[src/rtl/fft_pkg.sv]
// rtl/fft_pkg.sv - shared state encoding, defaults and butterfly address helper
package fft_pkg;

    localparam int LOG2N_DEF = 3;
    localparam int TW_W_DEF  = 3;

    typedef enum logic [1:0] {
        ST_IDLE,
        ST_ISSUE,
        ST_DRAIN,
        ST_DONE
    } fft_state_e;

    // Returns {addr_a, addr_b, tw_index} for butterfly k of stage s, 8 bits per field.
    function automatic logic [23:0] bf_addr(input logic [7:0] s, input logic [7:0] k,
                                            input logic [7:0] tw_w);
        logic [7:0] half;
        logic [7:0] pos;
        logic [7:0] a;
        half = 8'd1 << s;
        pos  = k & (half - 8'd1);
        a    = ((k >> s) << (s + 8'd1)) | pos;
        return {a, a | half, pos << (tw_w - 8'd1 - s)};
    endfunction

endpackage

[src/rtl/fft_inflight_cnt.sv]
// rtl/fft_inflight_cnt.sv - saturating in-flight butterfly counter with sticky underflow flag
module fft_inflight_cnt #(
    parameter int MAX_INFL = 4,
    parameter int CW       = $clog2(MAX_INFL + 1)
) (
    input  logic          clk,
    input  logic          rst_n,
    input  logic          inc,
    input  logic          dec,
    input  logic          clr_err,
    output logic [CW-1:0] count,
    output logic [CW-1:0] count_nxt,
    output logic          err
);

    logic [CW-1:0] count_q, count_d;
    logic          err_q, err_d;

    always_comb begin
        count_d = count_q;
        err_d   = err_q & ~clr_err;
        if (inc && !dec) begin
            if (count_q != CW'(MAX_INFL)) begin
                count_d = count_q + CW'(1);
            end
        end else if (dec && !inc) begin
            // A retire with nothing outstanding is a datapath protocol error.
            if (count_q == '0) begin
                err_d = 1'b1;
            end else begin
                count_d = count_q - CW'(1);
            end
        end
    end

    always_ff @(posedge clk or negedge rst_n) begin
        if (!rst_n) begin
            count_q <= '0;
            err_q   <= 1'b0;
        end else begin
            count_q <= count_d;
            err_q   <= err_d;
        end
    end

    assign count     = count_q;
    assign count_nxt = count_d;
    assign err       = err_q;

endmodule

[src/rtl/fft_butterfly_scheduler.sv]
// rtl/fft_butterfly_scheduler.sv - sequences radix-2 DIT butterflies stage by stage, draining between stages
module fft_butterfly_scheduler
    import fft_pkg::*;
#(
    parameter int LOG2N    = LOG2N_DEF,
    parameter int TW_W     = TW_W_DEF,
    parameter int MAX_INFL = 4
) (
    input  logic             clk,
    input  logic             rst_n,
    input  logic             start,
    output logic             busy,
    output logic             done,
    output logic             bf_valid,
    input  logic             bf_ready,
    output logic [LOG2N-1:0] addr_a,
    output logic [LOG2N-1:0] addr_b,
    output logic [TW_W-1:0]  tw_index,
    output logic [LOG2N-1:0] stage,
    output logic             bf_last,
    input  logic             wb_valid,
    output logic             err
);

    localparam int                KW     = (LOG2N > 1) ? LOG2N - 1 : 1;
    localparam int                CW     = $clog2(MAX_INFL + 1);
    localparam logic [KW-1:0]     K_LAST = KW'((1 << (LOG2N - 1)) - 1);
    localparam logic [LOG2N-1:0]  S_LAST = LOG2N'(LOG2N - 1);

    fft_state_e       state_q, state_d;
    logic [LOG2N-1:0] stage_q, stage_d;
    logic [KW-1:0]    k_q, k_d;
    logic             busy_q, busy_d;
    logic             done_q, done_d;
    logic             bf_valid_q, bf_valid_d;
    logic             bf_last_q, bf_last_d;
    logic [LOG2N-1:0] addr_a_q, addr_a_d;
    logic [LOG2N-1:0] addr_b_q, addr_b_d;
    logic [TW_W-1:0]  tw_q, tw_d;

    logic             hs;
    logic             clr_err;
    logic [CW-1:0]    cnt_q, cnt_d;
    logic [LOG2N-1:0] k_ext, half, pos;
    logic [TW_W-1:0]  tw_sh;

    fft_inflight_cnt #(
        .MAX_INFL (MAX_INFL),
        .CW       (CW)
    ) u_inflight (
        .clk       (clk),
        .rst_n     (rst_n),
        .inc       (hs),
        .dec       (wb_valid),
        .clr_err   (clr_err),
        .count     (cnt_q),
        .count_nxt (cnt_d),
        .err       (err)
    );

    always_comb begin
        hs      = bf_valid_q & bf_ready;
        state_d = state_q;
        stage_d = stage_q;
        k_d     = k_q;
        clr_err = 1'b0;
        case (state_q)
            ST_IDLE: begin
                if (start) begin
                    state_d = ST_ISSUE;
                    stage_d = '0;
                    k_d     = '0;
                    clr_err = 1'b1;
                end
            end
            ST_ISSUE: begin
                if (hs) begin
                    if (k_q == K_LAST) begin
                        state_d = ST_DRAIN;
                    end else begin
                        k_d = k_q + KW'(1);
                    end
                end
            end
            ST_DRAIN: begin
                // Next stage reads results of this one, so wait for every retire.
                if (cnt_q == '0) begin
                    k_d = '0;
                    if (stage_q == S_LAST) begin
                        state_d = ST_DONE;
                        stage_d = '0;
                    end else begin
                        state_d = ST_ISSUE;
                        stage_d = stage_q + LOG2N'(1);
                    end
                end
            end
            ST_DONE: state_d = ST_IDLE;
            default: state_d = ST_IDLE;
        endcase

        // Command fields are computed from the next position so they can be registered.
        k_ext    = LOG2N'(k_d);
        half     = LOG2N'(1) << stage_d;
        pos      = k_ext & (half - LOG2N'(1));
        addr_a_d = ((k_ext >> stage_d) << (stage_d + LOG2N'(1))) | pos;
        addr_b_d = addr_a_d | half;
        tw_sh    = TW_W'(TW_W - 1) - TW_W'(stage_d);
        tw_d     = TW_W'(pos) << tw_sh;

        bf_valid_d = (state_d == ST_ISSUE) && (cnt_d < CW'(MAX_INFL));
        bf_last_d  = (state_d == ST_ISSUE) && (k_d == K_LAST);
        busy_d     = (state_d == ST_ISSUE) || (state_d == ST_DRAIN);
        done_d     = (state_d == ST_DONE);
    end

    always_ff @(posedge clk or negedge rst_n) begin
        if (!rst_n) begin
            state_q    <= ST_IDLE;
            stage_q    <= '0;
            k_q        <= '0;
            busy_q     <= 1'b0;
            done_q     <= 1'b0;
            bf_valid_q <= 1'b0;
            bf_last_q  <= 1'b0;
            addr_a_q   <= '0;
            addr_b_q   <= '0;
            tw_q       <= '0;
        end else begin
            state_q    <= state_d;
            stage_q    <= stage_d;
            k_q        <= k_d;
            busy_q     <= busy_d;
            done_q     <= done_d;
            bf_valid_q <= bf_valid_d;
            bf_last_q  <= bf_last_d;
            addr_a_q   <= addr_a_d;
            addr_b_q   <= addr_b_d;
            tw_q       <= tw_d;
        end
    end

    assign busy     = busy_q;
    assign done     = done_q;
    assign bf_valid = bf_valid_q;
    assign bf_last  = bf_last_q;
    assign addr_a   = addr_a_q;
    assign addr_b   = addr_b_q;
    assign tw_index = tw_q;
    assign stage    = stage_q;

endmodule
[config.mk]
export PLATFORM = sky130hd
export DESIGN_NAME = fft_butterfly_scheduler
export DESIGN_NICKNAME = d
export VERILOG_FILES = /design/src/rtl/fft_pkg.sv /design/src/rtl/fft_inflight_cnt.sv /design/src/rtl/fft_butterfly_scheduler.sv
export SDC_FILE = /design/constraint.sdc
export NUM_CORES = 1
export LEC_CHECK = 0
export CAP_MARGIN = 20
export CELL_PAD_IN_SITES_DETAIL_PLACEMENT = 1
export CELL_PAD_IN_SITES_GLOBAL_PLACEMENT = 1
export CORE_ASPECT_RATIO = 0.7
export CORE_MARGIN = 10
export CORE_UTILIZATION = 30
export CTS_BUF_LIST = sky130_fd_sc_hd__clkbuf_4 sky130_fd_sc_hd__clkbuf_8 sky130_fd_sc_hd__clkbuf_16
export DETAILED_ROUTE_END_ITERATION = 8
export DONT_BUFFER_PORTS = 1
export PLACE_DENSITY_LB_ADDON = 0.15
export SYNTH_ARGS = -nofsm -noshare
export SYNTH_HDL_FRONTEND = slang
export SYNTH_SLANG_ARGS = --single-unit
[constraint.sdc]
create_clock -name clk -period 2.85 [get_ports clk]
set_input_delay 0.57 -clock clk [delete_from_list [all_inputs] [get_ports clk]]
set_output_delay 0.57 -clock clk [all_outputs]
set_load 0.01 [all_outputs]
# --- Word level (Yosys, flattened, before mapping) ---
# Index checks and enable logic that the tools add are counted.
word_totals:
  reg_bits: 24
  latch_bits: 0
  ramBits: 0
  mem_bits_ro: 0
  in_bits: 5
  wordCells: 73
  n_memories: 0
op_classes:
  n_addsub: 7
  multipliers: 0
  div: 0
  magnitude_cmp: 1
  n_eq_ne: 10
  shifts: 4
  n_mux: 24
  bitwise: 6
  n_reduce_logical: 9
op_table:
  columns: ["op", "n"]
  rows:
  - ["3-bit 2-to-1 mux", 7]
  - ["2-bit 2-to-1 mux", 9]
  - ["2-bit equality test, second input constant", 6]
  - ["3-bit by 1-bit adder with 3-bit output, second input constant", 3]
  - ["2-bit one-hot mux with 4 select lines", 1]
  - ["3-bit bitwise OR", 2]
  - ["2-bit one-hot mux with 3 select lines", 1]
  - ["3-bit one-hot mux with 2 select lines", 1]
  - ["3-bit by 3-bit left shift with 3-bit output", 2]
  - ["3-bit by 1-bit subtractor with 3-bit output, second input constant", 2]
  - ["1-bit 2-to-1 mux", 5]
  - ["2-bit by 1-bit equality test with 1-bit output, second input constant", 2]
  - ["1-bit logical AND", 4]
  - ["2-bit by 3-bit bitwise AND with 3-bit output", 1]
  - ["3-bit by 2-bit equality test with 1-bit output, second input constant", 1]
  - ["3-bit logical NOT", 1]
  - ["3-bit less-than comparator, second input constant", 1]
  - ["3-bit != test, second input constant", 1]
  - ["1-bit by 3-bit left shift with 3-bit output, first input constant", 1]
  - ["2-bit by 3-bit right shift with 3-bit output", 1]
  - ["2-bit by 3-bit subtractor with 3-bit output, first input constant", 1]
  - ["2-bit by 1-bit adder with 2-bit output, second input constant", 1]
  - ["1-bit bitwise AND", 2]
  - ["1-bit logical NOT", 2]
  - ["other kinds (3)", 3]

# --- Longest topological paths before layout ---
depth:
  depth_word: 9
  mapped_depth: 14

# --- Hierarchy ---
# From an unflattened synthesis, not the netlist that was laid out.
hier_totals:
  hier_cells: 143
  hier_area_um2: 1423.9
modules_own_cells:
  columns: ["module", "instances", "cells_each", "area_per_inst_um2", "seq_area_each_um2"]
  rows:
  - ["fft_butterfly_scheduler", 1, 108, 1101.1, 500.5]
  - ["fft_inflight_cnt", 1, 35, 322.8, 100.1]

# --- Worst setup path before layout ---
# OpenSTA, ideal clock, no wires.
synth_timing:
  path_kind: "reg2reg"
  from: "register u_inflight.count_q[1], in the netlist u_inflight.count[1]"
  to: "register addr_a_q[0], in the netlist addr_a[0]"
  arrival_time_ps: 2540
  required_time_ps: 2755
  slack_ps: 215
  stages_incl_launch_ff: 15
  path_buffers: 1
  period_less_slack_ps: 2635
  path_cell_list: "dfrtp_1 inv_1 ha_1 buf_6 and4bb_2 nand2_1 o21ai_0 nand2_1 inv_1 ha_1 nor2b_1 a32o_1 a211oi_2 nand2_2 o31ai_1"
synth_between:
  elab_chain_len: 7
synth_rtl:
  columns: ["item", "line_no", "text"]
  rows:
  - ["from (decl)", "fft_inflight_cnt.sv:16", "logic [CW-1:0] count_q, count_d;"]
  - ["from (signal assigned)", "fft_inflight_cnt.sv:41", "count_q <= count_d;"]
  - ["3-bit logical NOT *", "fft_butterfly_scheduler.sv:87", "if (cnt_q == '0) begin"]
  - ["3-bit 2-to-1 mux *", "fft_butterfly_scheduler.sv:87", null]
  - ["3-bit one-hot mux with 2 select lines *", "fft_butterfly_scheduler.sv:67", "case (state_q)"]
  - ["net stage_d[1]", "fft_butterfly_scheduler.sv:31", "logic [LOG2N-1:0] stage_q, stage_d;"]
  - ["parallel branches: the longest is 3 deep, another holds 3-bit by 1-bit adder with 3-bit output", null, null]
  - ["3-bit bitwise OR *", "fft_butterfly_scheduler.sv:106", "addr_a_d = ((k_ext >> stage_d) << (stage_d + LOG2N'(1))) | pos;"]
  - ["net addr_a_d[0]", "fft_butterfly_scheduler.sv:37", "logic [LOG2N-1:0] addr_a_q, addr_a_d;"]
  - ["to (signal assigned)", "fft_butterfly_scheduler.sv:137", "addr_a_q <= addr_a_d;"]
  - ["to (decl)", "fft_butterfly_scheduler.sv:37", null]
# Mark *: on every way through the listed nets, which the timed path passes.

# --- Worst setup path in the final report ---
layout_timing:
  from: "register u_inflight.count_q[1], in the netlist u_inflight.count[1]"
  to: "register tw_q[1], in the netlist tw_index[1]"
layout_between:
  elab_chain_len: 7
layout_rtl:
  columns: ["item", "line_no", "text"]
  rows:
  - ["3-bit logical NOT *", "fft_butterfly_scheduler.sv:87", null]
  - ["3-bit 2-to-1 mux *", "fft_butterfly_scheduler.sv:87", null]
  - ["3-bit one-hot mux with 2 select lines *", "fft_butterfly_scheduler.sv:67", null]
  - ["net stage_d[1]", "fft_butterfly_scheduler.sv:31", null]
  - ["1-bit by 3-bit left shift with 3-bit output", "fft_butterfly_scheduler.sv:104", "half = LOG2N'(1) << stage_d;"]
  - ["3-bit by 1-bit subtractor with 3-bit output", "fft_butterfly_scheduler.sv:105", "pos = k_ext & (half - LOG2N'(1));"]
  - ["2-bit by 3-bit bitwise AND with 3-bit output", "fft_butterfly_scheduler.sv:105", null]
  - ["3-bit by 3-bit left shift with 3-bit output *", "fft_butterfly_scheduler.sv:109", "tw_d = TW_W'(pos) << tw_sh;"]
  - ["net tw_d[1]", "fft_butterfly_scheduler.sv:39", "logic [TW_W-1:0] tw_q, tw_d;"]
  - ["to (signal assigned)", "fft_butterfly_scheduler.sv:139", "tw_q <= tw_d;"]
  - ["to (decl)", "fft_butterfly_scheduler.sv:39", null]
# The timed path passes the listed nets; every way through them passes the cells marked *.

==> out/results.ini <==
[sta]
fin_crit_ns = 2.72
fin_ws_ns = 0.131
setup_violations = 0
hold_viol = 0
tns_ns = 0
fin_skew_ns = 0.00242
period_share = 0.954
slew_headroom = 0.683
max_freq_mhz = 368
slew_violations = 0
worstMarginPinSlew_ns = 0.475

[cells_and_area]
final_util = 0.371
final-seq-area_um2 = 601
fill_cells = 531
drive_gt1_frac = 0.269
syn_to_final_growth_pct = 20.3
layout.cells.non_filler = 225
nNetsFinal = 171
design_area_um2 = 1770
multi_input_area_um2 = 832
num_antenna_cells = 0

[worst_setup_path]
critPathArrivalTime_ns = 2.91
startpoint_type = flip-flop
crit_family = simple AND/OR/NAND/NOR gates
cp-startpoint = u_inflight.count[1]
cp-end-kind = flip-flop
path_max_fanout = 5
max_stage_delay_ns = 0.43
r2r-start = u_inflight.count[1]
r2r_slack_ns = 0.13
crit_top_cell = nand2_1
cp_cell_sequence = inv_2, ha_2, and4bb_2, nand2_1, o21ai_0, nand2_1, inv_1, ha_4, nor2b_2, a32o_1, a211oi_4, nand2_2, buf_4, a211oi_2
path_buf_inv = 3
critPathSlowestCell = dfrtp_1
path_class = flip-flop to flip-flop
required_ns = 3.04

[detailed_routing]
routed_wl_um = 3970
drc_errors = 0
vias_per_cell = 4.94
drtIter0Drc = 58
top_layer_used = met4
wl_met3_um = 297
wire_per_inst_um = 17.7
ant_nets = 0
detail_route.first_pass.iterations = 4
vias = 1111
wl_met1_um = 1980
wl_met2_um = 1680

[outcome]
run_status = finished clean

[pwr]
p_clk_frac = 0.209
p_comb_frac = 0.390
power.switching_mw = 0.572
p_int_mw = 0.902
p_seq_frac = 0.401
switching_share = 0.388
power-per-cell-area_nw_per_um2 = 835
p_leak_nw = 0.766
ir_drop_mv = 0.408

[place]
post-dp-hpwl_um = 2930
globalplace.congestion = 0.769
place_ws_ns = 0.0492
place_area_um2 = 1600
dp.cells = 215
io_buffer_count = 0

[clocking]
cts-root-buf = clkbuf_8
cts.sinks = 24
numCtsBuffers = 3
clkTransAtPathRegs_ns = 0.09
cts_tree = yes
clock_latency_ns = 0.27
cts_buffer_depth = 2
cts_htree_levels = 1

[die]
die_y_um = 78.5
fp.coreArea_um2 = 4760
rows = 21
io_pins = 22
dieArea_um2 = 8130
start_util = 0.309
die_w_um = 104

[global_route]
grt_usage = 0.0938
grt_antenna_before_repair = 0
grt_overflow = 0
grt_pass1_wl_um = 6310
first_global_vias = 1156
grt_max_degree = 25

[synth]
synthTopCellsByCount = dfrtp_1 (24), nand2_1 (14), ha_1 (9), inv_1 (9), nor2_1 (7)
yosys.cell_types.count = 53
ys_ff_latch = 24
synth_edf_count = 0
ys_warn_count = 0
async_flop_share = 1.00
syn_area_per_cell_um2 = 10.5
synth.most_common_cell = dfrtp_1
synth_seq_area_share = 0.409
syn-cell-area_um2 = 1470
yosysTopAreaCell = dfrtp_1
synth_top_cell_area_share = 0.409
ys.flop_type = dfrtp_1
synthTopCellsByArea = dfrtp_1 (41%), ha_1 (7.7%), nand2_1 (3.6%), a211oi_2 (2.6%), inv_1 (2.3%)
synth_nets = 154
synth_cells = 140

[worst_hold_path]
holdCritPathClass = input port to asynchronous set/reset pin

[job]
max_cap_violations = 0

-- repair_timing --
item | CTS | global route
endpoints found under the hold margin | 24 | 0
resized for setup | 0 | 10
gates cloned | 0 | 0
buffers inserted | 0 | 5
pin swaps | 1 | 4
endpoints found under the setup margin | 1 | 7
hold buffers | 1 | 0
-- cell type report --
type / instances / share of cell area
multi-input cells: 103 / 0.471
flip-flops and latches: 24 / 0.340
repair buffers: 15 / 0.0709
well taps: 69 / 0.0489
inverters: 10 / 0.0283
clock buffers: 3 / 0.0234
clock inverters: 1 / 0.0170
-- path summary, 6_finish.rpt --
kind | endpoint | cells after the start
min in group clk | u_inflight.err | 2
setup reg to reg | tw_index[1] | 14
hold reg to reg | u_inflight.err | 1
max in group asynchronous | state_q[1] | 1
setup / recovery | tw_index[1] | 14
hold / removal | addr_a[1] | 1
-- sequential cells by signal, indices dropped and copies added (netlist names) --
name and cells:
addr_a 3, addr_b 3, stage 3, tw_index 3, u_inflight.count 3, k_q 2
state_q 2, bf_last 1, bf_valid 1, busy 1, done 1, u_inflight.err 1
-- through the flow --
stage,power (mW),hold WS (ns)
after floorplan,0.998,0.274
after global placement,1.13,0.275
after detailed placement,1.15,0.275
after CTS,1.47,0.0970
after global routing,1.59,0.0924
final,1.47,0.0967
-- kinds of logic after synthesis --
| group | synth area share |
|---|---|
| XOR/XNOR | 0.0239 |
| AND/OR/NAND/NOR | 0.215 |
| multiplexers | 0.0145 |
| adder cells (fa/ha/maj) | 0.0767 |
| AO/OA/AOI/OAI | 0.209 |
| buffers and inverters | 0.0520 |
| flip-flops | 0.409 |
-- power by group through the flow --
stage | combinational [mW] | clock (mW) | sequential (mW)
after global placement | 0.532 | 0 | 0.599
after detailed placement | 0.545 | 0 | 0.601
after global routing | 0.648 | 0.331 | 0.614
after CTS | 0.562 | 0.315 | 0.596
final | 0.575 | 0.308 | 0.591
after floorplan | 0.445 | 0 | 0.553
-- placed cells by master, fill, tap and decap left out, types with 2 or more instances in the layout --
cell	netlist	layout
dfrtp_1	24	24
nand2_1	14	14
buf_4	0	14
inv_1	9	8
nor2_1	7	7
ha_1	9	7
a21oi_1	5	5
nor3_1	5	5
o21ai_1	3	4
nand2b_1	3	3
nor2b_1	4	3
o21ai_0	4	3
xnor2_1	3	3
nand3_1	3	3
clkbuf_8	0	3
nand3b_1	2	2
a211o_1	2	2
a211oi_2	3	2
o31ai_2	0	2
-- per-layer routing --
layer | track usage | vias to the layer above
li1 | - | 531
met1 | 0.127 | 556
met2 | 0.134 | 22
met3 | 0.0440 | 2
met4 | 0.0140 | 0
met5 | 0 | -
No activity file was read; power rests on OpenSTA's default activity.
